[src/rtl/multi_channel_clock_divider_pkg.sv]
// Shared constants and types for the multi-channel clock divider.
// The package name matches the other divider blocks in the codebase.
package clock_divider_pkg;

  // Channel output behaviour at each terminal count.
  typedef enum logic {
    MODE_TOGGLE = 1'b0,
    MODE_PULSE  = 1'b1
  } mode_e;

  // Default counter width and reset divisor: 50 MHz / 50e6 gives a 1 Hz tick.
  localparam int          DEFAULT_CNT_W   = 28;
  localparam logic [27:0] DEFAULT_DIV_VAL = 28'd49_999_999;

endpackage

[src/rtl/multi_channel_clock_divider_channel.sv]
// One divider channel: counter, active and shadow divisor/mode, and outputs.
// A shadow write never disturbs the period in progress. It becomes active at
// the next terminal count or restart.
module clock_divider_channel
  import clock_divider_pkg::*;
#(
  parameter int               CNT_W       = DEFAULT_CNT_W,
  parameter logic [CNT_W-1:0] DEFAULT_DIV = CNT_W'(DEFAULT_DIV_VAL)
) (
  input  logic             clock,
  input  logic             reset,
  input  logic             enable,
  input  logic             load,
  input  logic             restart,
  input  logic [CNT_W-1:0] load_div,
  input  logic             load_mode,
  output logic             out_level,
  output logic             out_tick,
  output logic             pending
);

  logic [CNT_W-1:0] r_cnt;
  logic [CNT_W-1:0] r_div;
  logic [CNT_W-1:0] r_div_sh;
  mode_e            r_mode;
  mode_e            r_mode_sh;
  logic             r_pend;
  logic             r_level;
  logic             r_tick;

  // The counter never passes the divisor, so equality is the terminal condition.
  logic w_terminal;
  assign w_terminal = (r_cnt == r_div);

  // Counter, shadow hand-over and output registers.
  // A restart takes priority over counting, so a restart on the terminal edge
  // produces no tick and no toggle.
  // A load that lands on a terminal edge does not feed the value being consumed.
  // The old shadow goes active, and the new write stays pending for the next period.
  always_ff @(posedge clock) begin
    if (reset) begin
      r_cnt     <= '0;
      r_div     <= DEFAULT_DIV;
      r_div_sh  <= DEFAULT_DIV;
      r_mode    <= MODE_TOGGLE;
      r_mode_sh <= MODE_TOGGLE;
      r_pend    <= 1'b0;
      r_level   <= 1'b1;
      r_tick    <= 1'b0;
    end else begin
      r_tick <= 1'b0;
      if (restart) begin
        r_cnt <= '0;
        if (load) begin
          r_div     <= load_div;
          r_mode    <= mode_e'(load_mode);
          r_div_sh  <= load_div;
          r_mode_sh <= mode_e'(load_mode);
          r_pend    <= 1'b0;
        end else if (r_pend) begin
          r_div  <= r_div_sh;
          r_mode <= r_mode_sh;
          r_pend <= 1'b0;
        end
      end else begin
        if (enable) begin
          if (w_terminal) begin
            r_cnt  <= '0;
            r_tick <= 1'b1;
            if (r_mode == MODE_TOGGLE) begin
              r_level <= ~r_level;
            end
            if (r_pend) begin
              r_div  <= r_div_sh;
              r_mode <= r_mode_sh;
              r_pend <= 1'b0;
            end
          end else begin
            r_cnt <= r_cnt + 1'b1;
          end
        end
        if (load) begin
          r_div_sh  <= load_div;
          r_mode_sh <= mode_e'(load_mode);
          r_pend    <= 1'b1;
        end
      end
    end
  end

  assign out_level = r_level;
  assign out_tick  = r_tick;
  assign pending   = r_pend;

endmodule

[src/rtl/multi_channel_clock_divider.sv]
// Multi-channel clock divider top level.
// It decodes the shared load/restart strobes into per-channel strobes and
// instantiates one divider channel per output. A channel select beyond the
// last channel matches no channel and is therefore ignored.
module multi_channel_clock_divider
  import clock_divider_pkg::*;
#(
  parameter int               NUM_CH      = 4,
  parameter int               CNT_W       = DEFAULT_CNT_W,
  parameter logic [CNT_W-1:0] DEFAULT_DIV = CNT_W'(DEFAULT_DIV_VAL),
  parameter int               CH_W        = (NUM_CH > 1) ? $clog2(NUM_CH) : 1
) (
  input  logic              clock,
  input  logic              reset,
  input  logic [NUM_CH-1:0] enable,
  input  logic              load,
  input  logic [CH_W-1:0]   load_ch,
  input  logic [CNT_W-1:0]  load_div,
  input  logic              load_mode,
  input  logic              restart,
  output logic [NUM_CH-1:0] out_level,
  output logic [NUM_CH-1:0] out_tick,
  output logic [NUM_CH-1:0] pending
);

  logic [NUM_CH-1:0] w_ch_sel;
  logic [NUM_CH-1:0] w_load_hit;
  logic [NUM_CH-1:0] w_restart_hit;

  genvar gi;
  generate
    for (gi = 0; gi < NUM_CH; gi++) begin : g_ch
      assign w_ch_sel[gi]      = (load_ch == CH_W'(gi));
      assign w_load_hit[gi]    = load & w_ch_sel[gi];
      assign w_restart_hit[gi] = restart & w_ch_sel[gi];

      clock_divider_channel #(
        .CNT_W       (CNT_W),
        .DEFAULT_DIV (DEFAULT_DIV)
      ) u_channel (
        .clock     (clock),
        .reset     (reset),
        .enable    (enable[gi]),
        .load      (w_load_hit[gi]),
        .restart   (w_restart_hit[gi]),
        .load_div  (load_div),
        .load_mode (load_mode),
        .out_level (out_level[gi]),
        .out_tick  (out_tick[gi]),
        .pending   (pending[gi])
      );
    end
  endgenerate

endmodule

[config.mk]
export PLATFORM = sky130hd
export DESIGN_NAME = multi_channel_clock_divider
export DESIGN_NICKNAME = d
export VERILOG_FILES = /design/src/rtl/multi_channel_clock_divider_pkg.sv /design/src/rtl/multi_channel_clock_divider_channel.sv /design/src/rtl/multi_channel_clock_divider.sv
export SDC_FILE = /design/constraint.sdc
export NUM_CORES = 1
export LEC_CHECK = 0
export ABC_AREA = 1
export CAP_MARGIN = 25
export CORE_MARGIN = 2
export CORE_UTILIZATION = 35
export DETAILED_ROUTE_END_ITERATION = 16
export HOLD_SLACK_MARGIN = 0.03
export RECOVER_POWER = 25
export SYNTH_ARGS = -nofsm -noshare
export SYNTH_HDL_FRONTEND = slang
export SYNTH_HIERARCHICAL = 1
export SYNTH_SLANG_ARGS = --single-unit
[constraint.sdc]
create_clock -name clock -period 2.15 [get_ports clock]
set_clock_uncertainty 0.1 [all_clocks]
set_input_delay 0.5375 -clock clock [delete_from_list [all_inputs] [get_ports clock]]
set_output_delay 0.5375 -clock clock [all_outputs]
set_load 0.005 [all_outputs]
==> summary.txt <==
final core occ: 0.4242
Area growth, synth to finish: 20.04%
H-tree Lvls: 2
antenna violations before repair: 1
Root Driver: clkbuf_16
CTS tree: done
sw frac: 0.2585
Worst VDD drop: 0.4403 mV
hold path cells: 2
average vias per placed instance: 4.901
CTS clock-pin slew for the worst setup and hold paths: 0.06 ns
Placed Area: 21530 sq um
Async S/R FF share, synth: 0
final hold viol count: 0
CTS Sinks: 356
Slowest Stage Delay on Critical Path: 0.51 ns
worst r2r path cells: 9
Most used DFF post-synth: dfxtp_1
syn nets: 3005
Least-Margin Pin Slew: 0.6660 ns
die area: 56110 sq um
layout cells sized above 1: 0.1130
flops & latches, synth: 356
sequential fraction of the synthesis area: 0.3755
P_int: 11.50 mW
Sequential Power Share: 0.455
drt first pass iters: 5
DRT iter0 DRCs: 1712
leak pwr: 10.29 nW
clock insertion delay at the later pin of the skew report: 0.56 ns
FF-to-FF Start: g_ch[2].u_channel/r_cnt[1]
first-pass GRT wire length: 95.65 mm
CP max stage cell: clkdlybuf4s50_1
mapped cell area: 18980 sq um
arrival time at the worst endpoint: 1.46 ns
Post-DP HPWL: 42.90 mm
Slew HR: 0.5555
# Post-CTS Setup Buffers: 0
wirelength, routed: 59.08 mm
CP Class: flop to output pin
Tcrit/Tclk final: 0.9746
CP cell instances: clkdlybuf4s50_1
class of the worst hold path: flop to flop
Chip Height: 236.9 um
largest net degree at the start of global routing: 38
Clock power frac: 0.440
Tot Pwr: 15.50 mW
Psw: 4.007 mW
Comb pwr share: 0.105
status: finished clean
CP startpoint kind: flop
Final Instance Area: 22780 sq um
Slew Limit Fails: 0
Worst Path Buf+Inv: 1
initial core utilization: 0.3534
Critical Path Start: g_ch[3].u_channel/pending
die width: 236.9 um
Placer Congestion: 0.9058
RSZ-0062 raised after global routing: false
Worst EP required: 1.51 ns
final worst setup slack: 0.05462 ns
hold_sp: g_ch[1].u_channel/r_div_sh[20]
critical path peak fanout: 4
Avg Cell Area, Syn: 6.408 sq um
WL per Instance: 15.36 um
minimum clock period: 2.095 ns
DR DRC count: 0
Worst path depth: 1
Cell variety after synth: 39
total number of vias: 18860
grt ovf: 0
Place WS: -0.3072 ns
Fmax: 0.4772 GHz
Ports: 51
post-route ant nets: 0
GRT Total Usage: 0.2126
crit path capture type: output pin
# rows: 85
vias in the first global route: 17400
total CTS buffers: 41
number of synthesized flops with an enable pin: 0
NumNets Final: 3169
IO Port Bufs: 50
synthesized instance count: 2962
maximum clock insertion buffer count: 3
PwrDens: 680.4 nW/um^2
core area: 53710 sq um
max-cap violations: 0
antenna fix cells: 0
Setup-failing EPs final: 0
Yosys warning total: 6
CP delay by family, top: buffers and inverters
==> synth_stat cells, types with 10 or more instances <==
cell	instances	area (sq um)
buf_6	12	135.1
nor2_1	442	1659
nand2_1	812	3048
buf_2	22	110.1
inv_1	294	1104
buf_4	12	90.09
xor2_1	60	525.5
mux2i_1	10	100.1
o211ai_1	38	285.3
xnor2_1	12	105.1
nand4_1	42	262.8
a21oi_1	72	360.4
inv_2	36	135.1
clkbuf_1	82	307.8
nand3_1	280	1401
clkinv_1	10	37.54
nor3_2	10	100.1
dfxtp_1	356	7127
o22ai_1	44	275.3
nor3_1	62	310.3
o21ai_0	180	900.9
nand2_4	10	112.6
==> power groups by stage <==
stage	Clock (mW)	Sequential [mW]	Combinational (mW)
final	6.83	7.05	1.62
after floorplan	0	7.11	0.995
after global routing	7.28	7.08	1.83
after detailed placement	0	7.18	1.62
after CTS	7.02	7.04	1.63
after global placement	0	7.18	1.61
==> final cells by class <==
class	count	area [sq um]
fillers	5656	30920
multi-input cells	2132	9915
flip-flops and latches	356	7136
repair buffers	255	2322
inverters	340	1276
clock buffers	62	1185
well taps	696	870.8
clock inverters	6	80.08
==> worst paths after layout <==
| check | to | slack [ns] |
|---|---|---|
| max | pending[3] | 0.05 |
| min | g_ch[1].u_channel/r_div_sh[20] | 0.36 |
| max reg2reg | g_ch[2].u_channel/r_cnt[18] | 0.21 |
| min reg2reg | g_ch[1].u_channel/r_div_sh[20] | 0.36 |
==> repair_timing <==
item	CTS	global route
gates resized for setup	2	6
endpoints found under the setup margin	2	9
hold buffers	0	0
==> sequential cells by signal (all words and copies together), names as in the netlist <==
register                  cells
g_ch.u_channel/out_level      4
g_ch.u_channel/out_tick       4
g_ch.u_channel/pending        4
g_ch.u_channel/r_cnt        112
g_ch.u_channel/r_div        112
g_ch.u_channel/r_div_sh     112
g_ch.u_channel/r_mode         4
g_ch.u_channel/r_mode_sh      4
==> cell usage in the layout (no fill, tap or decap), types with 36 or more instances in the layout <==
master           synthesis  routed
o21ai_0                180     180
xor2_1                  60      60
clkdlybuf4s50_1          0      48
inv_1                  294     294
inv_2                   36      36
nor3_1                  62      62
nor2_1                 442     441
nand2_1                812     812
dfxtp_1                356     349
buf_4                   12     177
o22ai_1                 44      44
nand3_1                280     280
clkbuf_16                0      41
nand4_1                 42      42
o211ai_1                38      38
a21oi_1                 72      72
==> through the flow <==
step | hold WS [ns] | setup TNS, ns | cells
floorplan | 0.3236 | 0 | 2962
global placement | 0.3371 | -50.85 | 3779
detailed placement | 0.3403 | -48.24 | 3779
CTS | 0.3551 | 0 | 3847
global route | 0.3706 | 0 | 3847
finish | 0.3569 | 0 | 3847
==> cells by family after synthesis <==
| family | synth area share |
|---|---|
| AO/OA/AOI/OAI | 0.1053 |
| multiplexers | 0.005274 |
| AND/OR/NAND/NOR | 0.3757 |
| buffers and inverters | 0.1023 |
| XOR/XNOR | 0.03322 |
| flip-flops | 0.3755 |
| adder cells (fa/ha/maj) | 0.002637 |
==> metal layers <==
metal  global-route usage  wire [um]
met1               0.2945      28190
met3              0.03392       3106
met2               0.3398      26090
met4              0.06348       1685
met5                    0         13
(Power assumes the default switching activity.)
